--- src/rtl/sequential_multiplier.sv ---
// Iterative digit-serial multiplier with optional accumulate.
// An operation retires DIGIT multiplier bits per cycle, then spends one
// cycle on sign correction and accumulation before presenting a registered
// result behind a valid/ready handshake.
// The operation-select port is named op_type because 'type' is a reserved
// word in SystemVerilog.
module sequential_multiplier #(
    parameter int WIDTH = 32,
    parameter int DIGIT = 8
) (
    input  logic                 clk,
    input  logic                 reset,
    input  logic                 in_valid,
    output logic                 in_ready,
    input  logic [2:0]           op_type,
    input  logic [WIDTH-1:0]     a,
    input  logic [WIDTH-1:0]     b,
    input  logic [WIDTH-1:0]     c,
    input  logic [WIDTH-1:0]     d,
    output logic                 out_valid,
    input  logic                 out_ready,
    output logic [2*WIDTH-1:0]   result,
    output logic                 n,
    output logic                 z
);

    localparam int ITER = WIDTH / DIGIT;
    localparam int CW   = (ITER > 1) ? $clog2(ITER) : 1;
    localparam logic [CW-1:0]      LAST_CNT = CW'(ITER - 1);
    localparam logic [CW-1:0]      ZERO_CNT = '0;
    localparam logic [WIDTH-1:0]   ZERO_W   = '0;
    localparam logic [2*WIDTH-1:0] ZERO_2W  = '0;

    typedef enum logic [1:0] {
        IDLE = 2'd0,
        CALC = 2'd1,
        ACC  = 2'd2,
        DONE = 2'd3
    } state_t;

    state_t               state_q,     state_d;
    logic [CW-1:0]        cnt_q,       cnt_d;
    logic [2*WIDTH-1:0]   mcand_q,     mcand_d;
    logic [WIDTH-1:0]     mplier_q,    mplier_d;
    logic [2*WIDTH-1:0]   prod_q,      prod_d;
    logic [2*WIDTH-1:0]   acc_q,       acc_d;
    logic                 sign_q,      sign_d;
    logic                 long_q,      long_d;
    logic [2*WIDTH-1:0]   result_q,    result_d;
    logic                 n_q,         n_d;
    logic                 z_q,         z_d;
    logic                 in_ready_q,  in_ready_d;
    logic                 out_valid_q, out_valid_d;

    logic                 signed_op_s;
    logic [WIDTH-1:0]     a_mag_s;
    logic [WIDTH-1:0]     b_mag_s;
    logic [2*WIDTH-1:0]   acc_in_s;
    logic [2*WIDTH-1:0]   digit_s;
    logic [2*WIDTH-1:0]   partial_s;
    logic [2*WIDTH-1:0]   signed_prod_s;
    logic [2*WIDTH-1:0]   sum_s;

    // Datapath helpers: operand magnitudes, accumulate term, digit partial product, final sum.
    always_comb begin
        signed_op_s = op_type[2] & op_type[1];

        if (signed_op_s && a[WIDTH-1]) begin
            a_mag_s = ZERO_W - a;
        end else begin
            a_mag_s = a;
        end

        if (signed_op_s && b[WIDTH-1]) begin
            b_mag_s = ZERO_W - b;
        end else begin
            b_mag_s = b;
        end

        // MLA adds c to the low word; the long accumulating forms add {c,d}.
        if (op_type == 3'b001) begin
            acc_in_s = {ZERO_W, c};
        end else if (op_type[2] && op_type[0]) begin
            acc_in_s = {c, d};
        end else begin
            acc_in_s = ZERO_2W;
        end

        digit_s   = {{(2*WIDTH-DIGIT){1'b0}}, mplier_q[DIGIT-1:0]};
        partial_s = mcand_q * digit_s;

        if (sign_q) begin
            signed_prod_s = ZERO_2W - prod_q;
        end else begin
            signed_prod_s = prod_q;
        end
        sum_s = signed_prod_s + acc_q;
    end

    // Next-state and next-register values for the IDLE/CALC/ACC/DONE sequence.
    always_comb begin
        state_d     = state_q;
        cnt_d       = cnt_q;
        mcand_d     = mcand_q;
        mplier_d    = mplier_q;
        prod_d      = prod_q;
        acc_d       = acc_q;
        sign_d      = sign_q;
        long_d      = long_q;
        result_d    = result_q;
        n_d         = n_q;
        z_d         = z_q;
        in_ready_d  = in_ready_q;
        out_valid_d = out_valid_q;

        case (state_q)
            IDLE: begin
                if (in_valid) begin
                    mcand_d    = {ZERO_W, a_mag_s};
                    mplier_d   = b_mag_s;
                    prod_d     = ZERO_2W;
                    acc_d      = acc_in_s;
                    sign_d     = signed_op_s & (a[WIDTH-1] ^ b[WIDTH-1]);
                    long_d     = op_type[2];
                    cnt_d      = ZERO_CNT;
                    in_ready_d = 1'b0;
                    state_d    = CALC;
                end else begin
                    in_ready_d = 1'b1;
                end
            end
            CALC: begin
                // Shifting the multiplicand left keeps each digit's weight implicit.
                prod_d   = prod_q + partial_s;
                mcand_d  = mcand_q << DIGIT;
                mplier_d = mplier_q >> DIGIT;
                if (cnt_q == LAST_CNT) begin
                    cnt_d   = ZERO_CNT;
                    state_d = ACC;
                end else begin
                    cnt_d = cnt_q + CW'(1);
                end
            end
            ACC: begin
                if (long_q) begin
                    result_d = sum_s;
                    n_d      = sum_s[2*WIDTH-1];
                    z_d      = (sum_s == ZERO_2W);
                end else begin
                    result_d = {ZERO_W, sum_s[WIDTH-1:0]};
                    n_d      = sum_s[WIDTH-1];
                    z_d      = (sum_s[WIDTH-1:0] == ZERO_W);
                end
                out_valid_d = 1'b1;
                state_d     = DONE;
            end
            DONE: begin
                if (out_ready) begin
                    out_valid_d = 1'b0;
                    in_ready_d  = 1'b1;
                    state_d     = IDLE;
                end else begin
                    out_valid_d = 1'b1;
                end
            end
            default: begin
                out_valid_d = 1'b0;
                in_ready_d  = 1'b1;
                state_d     = IDLE;
            end
        endcase
    end

    // State and datapath registers; synchronous reset aborts any operation.
    always_ff @(posedge clk) begin
        if (reset) begin
            state_q     <= IDLE;
            cnt_q       <= ZERO_CNT;
            mcand_q     <= ZERO_2W;
            mplier_q    <= ZERO_W;
            prod_q      <= ZERO_2W;
            acc_q       <= ZERO_2W;
            sign_q      <= 1'b0;
            long_q      <= 1'b0;
            result_q    <= ZERO_2W;
            n_q         <= 1'b0;
            z_q         <= 1'b0;
            in_ready_q  <= 1'b1;
            out_valid_q <= 1'b0;
        end else begin
            state_q     <= state_d;
            cnt_q       <= cnt_d;
            mcand_q     <= mcand_d;
            mplier_q    <= mplier_d;
            prod_q      <= prod_d;
            acc_q       <= acc_d;
            sign_q      <= sign_d;
            long_q      <= long_d;
            result_q    <= result_d;
            n_q         <= n_d;
            z_q         <= z_d;
            in_ready_q  <= in_ready_d;
            out_valid_q <= out_valid_d;
        end
    end

    assign in_ready  = in_ready_q;
    assign out_valid = out_valid_q;
    assign result    = result_q;
    assign n         = n_q;
    assign z         = z_q;

endmodule
--- config.mk ---
export PLATFORM = sky130hd
export DESIGN_NAME = sequential_multiplier
export DESIGN_NICKNAME = d
export VERILOG_FILES = /design/src/rtl/sequential_multiplier.sv
export SDC_FILE = /design/constraint.sdc
export NUM_CORES = 2
export LEC_CHECK = 0
export BUFFER_PORTS_ARGS = -buffer_cell sky130_fd_sc_hd__buf_2
export CAP_MARGIN = 20
export CORE_AREA = 2 2 254 256
export DETAILED_ROUTE_END_ITERATION = 6
export DIE_AREA = 0 0 256 258
export PLACE_DENSITY = 0.73
export REMOVE_ABC_BUFFERS = 1
export SKIP_LAST_GASP = 1
export SYNTH_ARGS = -nofsm -noshare
export SYNTH_HDL_FRONTEND = slang
export SYNTH_SLANG_ARGS = --single-unit
--- constraint.sdc ---
create_clock -name clk -period 11.15 [get_ports clk]
set_clock_uncertainty 0.15 [all_clocks]
set_input_delay 1.115 -clock clk [delete_from_list [all_inputs] [get_ports clk]]
set_output_delay 1.115 -clock clk [all_outputs]
set_load 0.03 [all_outputs]
# Word level (Yosys, flattened, before mapping)
# Index checks and enable logic that the tools add are counted.
[classes]
eq_ne = 8
bitwise = 3
mul = 1
addsub = 6
n_mux = 26
reduce_logical = 13
[op_table]
columns = ["cell", "count"]
rows = [
  ["$mux 64", 6],
  ["$pmux 64 s2", 2],
  ["$add 64x64->64", 2],
  ["$mux 32", 3],
  ["$logic_not 64->1", 1],
  ["$mul 64x8->64", 1],
  ["$pmux 32 s2", 1],
  ["$sub 1x32->32 const A", 2],
  ["$sub 1x64->64 const A", 1],
  ["$logic_not 32->1", 1],
  ["$mux 2", 5],
  ["$pmux 2 s4", 1],
  ["$eq 2x2->1 const B", 3],
  ["$ne 2x2->1 const B", 3],
  ["$reduce_and 2->1", 3],
  ["$reduce_bool 2->1", 3],
  ["$mux 1", 5],
  ["$pmux 1 s2", 2],
  ["$pmux 2 s2", 1],
  ["$eq 3x1->1 const B", 1],
  ["$logic_and 1x1->1", 3],
  ["$reduce_and 3->1", 1],
  ["$add 2x1->2 const B", 1],
  ["$and 1x1->1", 2],
  ["3 further kinds", 3],
]
[totals]
wordCells = 70
inputBits = 135
reg_bits = 298
out_inout_bits = 68

# Longest topological paths before layout
[depth]
ltp_word = 5
ltp_mapped = 24
mapped_depth_nobuf = 23

# Worst setup path before layout
# OpenSTA, ideal clock, no wires.
[synth_path]
path_type = "reg-to-reg"
startpoint = "register mplier_q[0]"
endpoint = "register prod_q[63]"
n_path_buf = 2
stages_incl_launch_ff = 24
t_arrival_ps = 5844
slack_ps = 5027
period_less_slack_ps = 6123
t_required_ps = 10872
path_cell_list = "dfxtp_1 > clkbuf_1 > clkbuf_1 > nand2_1 > fa_1 > inv_1 > fa_1 > inv_1 > fa_1 > fa_1 > inv_1 > ha_1 > o21a_1 > a211oi_1 > a22oi_1 > a311oi_1 > o221ai_1 > a21boi_0 > a311oi_1 > a221oi_1 > o31a_1 > o2111ai_1 > xnor2_1 > o21ai_0"
[synth_via]
elab_chain_cells = 3
[synth_lines]
columns = ["item", "line", "source"]
rows = [
  ["from (decl)", "44", "logic [WIDTH-1:0] mplier_q, mplier_d;"],
  ["from (signal assigned)", "194", "mplier_q <= mplier_d;"],
  ["$mul 64x8->64", "90", "partial_s = mcand_q * digit_s;"],
  ["$add 64x64->64", "134", "prod_d = prod_q + partial_s;"],
  ["$pmux 64 s2", "116", "case (state_q)"],
  ["to (signal assigned)", "195", "prod_q <= prod_d;"],
  ["to (decl)", "45", "logic [2*WIDTH-1:0] prod_q, prod_d;"],
]
# No other way between the ends.
# A chain may end at the register's enable or synchronous reset.

# Final worst setup path
# Same ends and word-level chain as after synthesis.

==> metrics.txt <==
PortBufs 202; setup TNS 0 ps; Fmax between 100 and 150 MHz; final hold slack about 300 ps; Worst-Margin Slew 1080 ps; number of global-route vias before repair 29,030; biggest area consumer among synthesized cells fa_1; period utilization 0.6452; CTS Buf Count 36; CP startpoint kind flop; Root Driver clkbuf_16; Leak between 15 and 20 nW; switching portion of total power 0.4493; DRC viols 0; Clock power frac 0.262; Slew HR 0.2797; Hold Violations, Final 0; width of the die 256 µm; Starting DRT DRC Count roughly 2,800; final setup margin 3956 ps; hold_buf cts 0; logic gate share of total power 0.450; share of flip-flops with an asynchronous set or reset 0; RSZ-0062 raised after global routing false; routed wire length per instance 19.39 µm; ys flop type dfxtp_1; Overflow after GRT 0; Post-Syn Area 34,480 µm²; post-route cell area 36,990 µm²; CP arrival between 7000 and 8000 ps; core area 63,650 µm²; Yosys reg bits approximately 300; layout cell share with drive strength beyond 1 0.07651; top post-synthesis cells by area fa_1 24%, dfxtp_1 17%, and2_1 6.3%, inv_1 6.0%, ha_1 5.5%; P&R area growth vs syn 7.275%; crit path capture type flop; clock tree from TritonCTS yes; Post-synth EDFFs 0; Post-CTS Resized 0; Mean Syn Cell Area 8.084 µm²; CTS Buffer Depth 3; Global Route Usage Sum 0.3029; Sw Pwr 2.097 mW; clk_lat worst skew roughly 570 ps; H-tree Lvls 2; Max FO, Critical Path 65; WL final 99.73 mm; Fill cells 5,844; total die area 66,050 µm²; GPL Wtd Cong about 0.96; Ports 203; largest net degree at the start of global routing 191; vias per cell roughly 5.8; Pwr Density 126.2 nW/µm²; Rows between 90 and 100; Placed Area 35,780 µm²; Seq/Total Area, Yosys 0.1730; Synth top cells by count 549 x inv_1, 472 x nand2_1, 411 x fa_1; Mapped Cells 4,266; Synth top area share 0.2386; Starting Density 0.5418; Final Max Slew Viols 0; status finished clean; Tmin final 7194 ps; distinct cell type count after synthesis 84; setup bufs post-CTS 0; final antenna-violating net count 0; Die H 258 µm; worst min path class flop to flop; DR pass1 iterations 7; most frequent cell after synthesis inv_1; dpl hpwl 77.69 mm; clk sink count 298; Final Util 0.5812; Syn. warnings 0; first-pass GRT wire length 160.6 mm; Worst Path Required 11,420 ps; max_cap viols 0; pre-CTS WS ~4000 ps; Int Power 2.570 mW; via count 29,640; R2R depth 22; initial antenna violation count 1; VDD IR-drop max between 0.1 and 0.15 mV; Worst Setup Path Type flop to flop; clock transition at the registers of the reported paths 60 ps; part of the power in registers 0.288; Net count, final 4,957; final setup vio count 0; hold path depth 2
-- routing by layer --
layer	vias up	global-route usage	wire [µm]
met2	1122	0.4785	44530
met1	14360	0.4245	44120
li1	13990	-	-
met5	-	0	0
met4	0	0.09519	3179
met3	165	0.05251	7908
-- sequential cells by signal, indices dropped and copies added (netlist names), 2 cells and up --
register  flops
state_q       2
acc_q        64
cnt_q         2
prod_q       64
result       64
mplier_q     32
mcand_q      64
-- logic make-up (layout without fill, tap and decap cells) --
group,Yosys count,after routing,share of synthesized area
AOI/OAI and AO/OA,888,888,0.1710
xor gates and xnor gates,243,243,0.06172
adders and majority gates,562,562,0.2934
buffers and inverters,817,838,0.08900
DFF,298,298,0.1730
muxes,41,41,0.01201
other,0,1,0
and+or+nand+nor,1417,1417,0.1998
-- stage by stage --
step | instances | power, mW
2_1_floorplan | 3998 | 2.729
3_5_place_dp | 5077 | 3.436
3_3_place_gp | 5077 | 3.406
4_1_cts | 5142 | 4.662
6_report | 5143 | 4.667
5_1_grt | 5143 | 4.977
-- final timing paths --
kind / start / to / slack, ps
hold / removal: mplier_q[15]$_SDFFE_PP0P_ / mplier_q[15]$_SDFFE_PP0P_ / 300
hold reg to reg: mplier_q[15]$_SDFFE_PP0P_ / mplier_q[15]$_SDFFE_PP0P_ / 300
setup reg to reg: mplier_q[0]$_SDFFE_PP0P_ / prod_q[63]$_SDFFE_PP0P_ / 3960
setup / recovery: mplier_q[0]$_SDFFE_PP0P_ / prod_q[63]$_SDFFE_PP0P_ / 3960
-- power groups by stage --
stage	clock network (mW)	registers [mW]	logic, mW
after global routing	1.28	1.36	2.33
after floorplan	0	1.37	1.36
final	1.22	1.35	2.10
after global placement	0	1.36	2.05
after CTS	1.24	1.34	2.08
after detailed placement	0	1.36	2.07
-- cells in the final DEF, fill, tap and decap left out, drive strengths merged, types with 7 or more instances in the layout --
cell,netlist,final
a21o,67,67
dfxtp,298,298
o211ai,18,18
nor4,22,22
clkinv,0,7
nor2b,17,17
o221ai,8,8
inv,549,554
nand2b,31,31
and2,351,351
xnor2,163,163
nand3,35,35
o41ai,19,19
a222oi,34,34
nand2,473,473
o21a,21,21
or3,13,13
mux2i,38,38
and3,20,20
o31ai,35,35
nor3,42,42
fa,411,411
a22oi,138,138
ha,151,151
a31oi,17,17
clkbuf,247,49
xor2,80,80
a21oi,228,228
or4,14,14
a211oi,23,23
buf,21,223
o21bai,32,32
o21ai,175,175
nand4,43,43
or2,9,9
nor2,328,328
-- worst max-delay path, cell delays in order (launching register included) --
cell       delay, ps
dfxtp_2          310
buf_4            600
nand2_1          180
fa_1             530
inv_1             50
fa_1             490
inv_1             50
fa_1             490
fa_1             490
inv_1             40
ha_1             340
o21a_1           230
a211oi_1         430
a22oi_1          240
a311oi_1         430
o221ai_1         270
a21boi_0         390
a311oi_1         230
a221oi_1         460
o31a_1           230
o2111ai_1        150
xnor2_1          170
o21ai_0           90
-- final cells by class --
| class | count | area [µm²] | share of cell area |
|---|---|---|---|
| multi-input combinational | 3151 | 25480 | 0.6889 |
| sequential | 298 | 5969 | 0.1614 |
| inverter | 549 | 2061 | 0.05571 |
| timing repair buffer | 224 | 1197 | 0.03237 |
| tap | 855 | 1070 | 0.02892 |
| clock buffer | 48 | 1006 | 0.02719 |
| clock inverter | 17 | 202.7 | 0.005479 |
| antenna | 1 | 2.502 | 0.00006765 |
(Power assumes the default switching activity.)
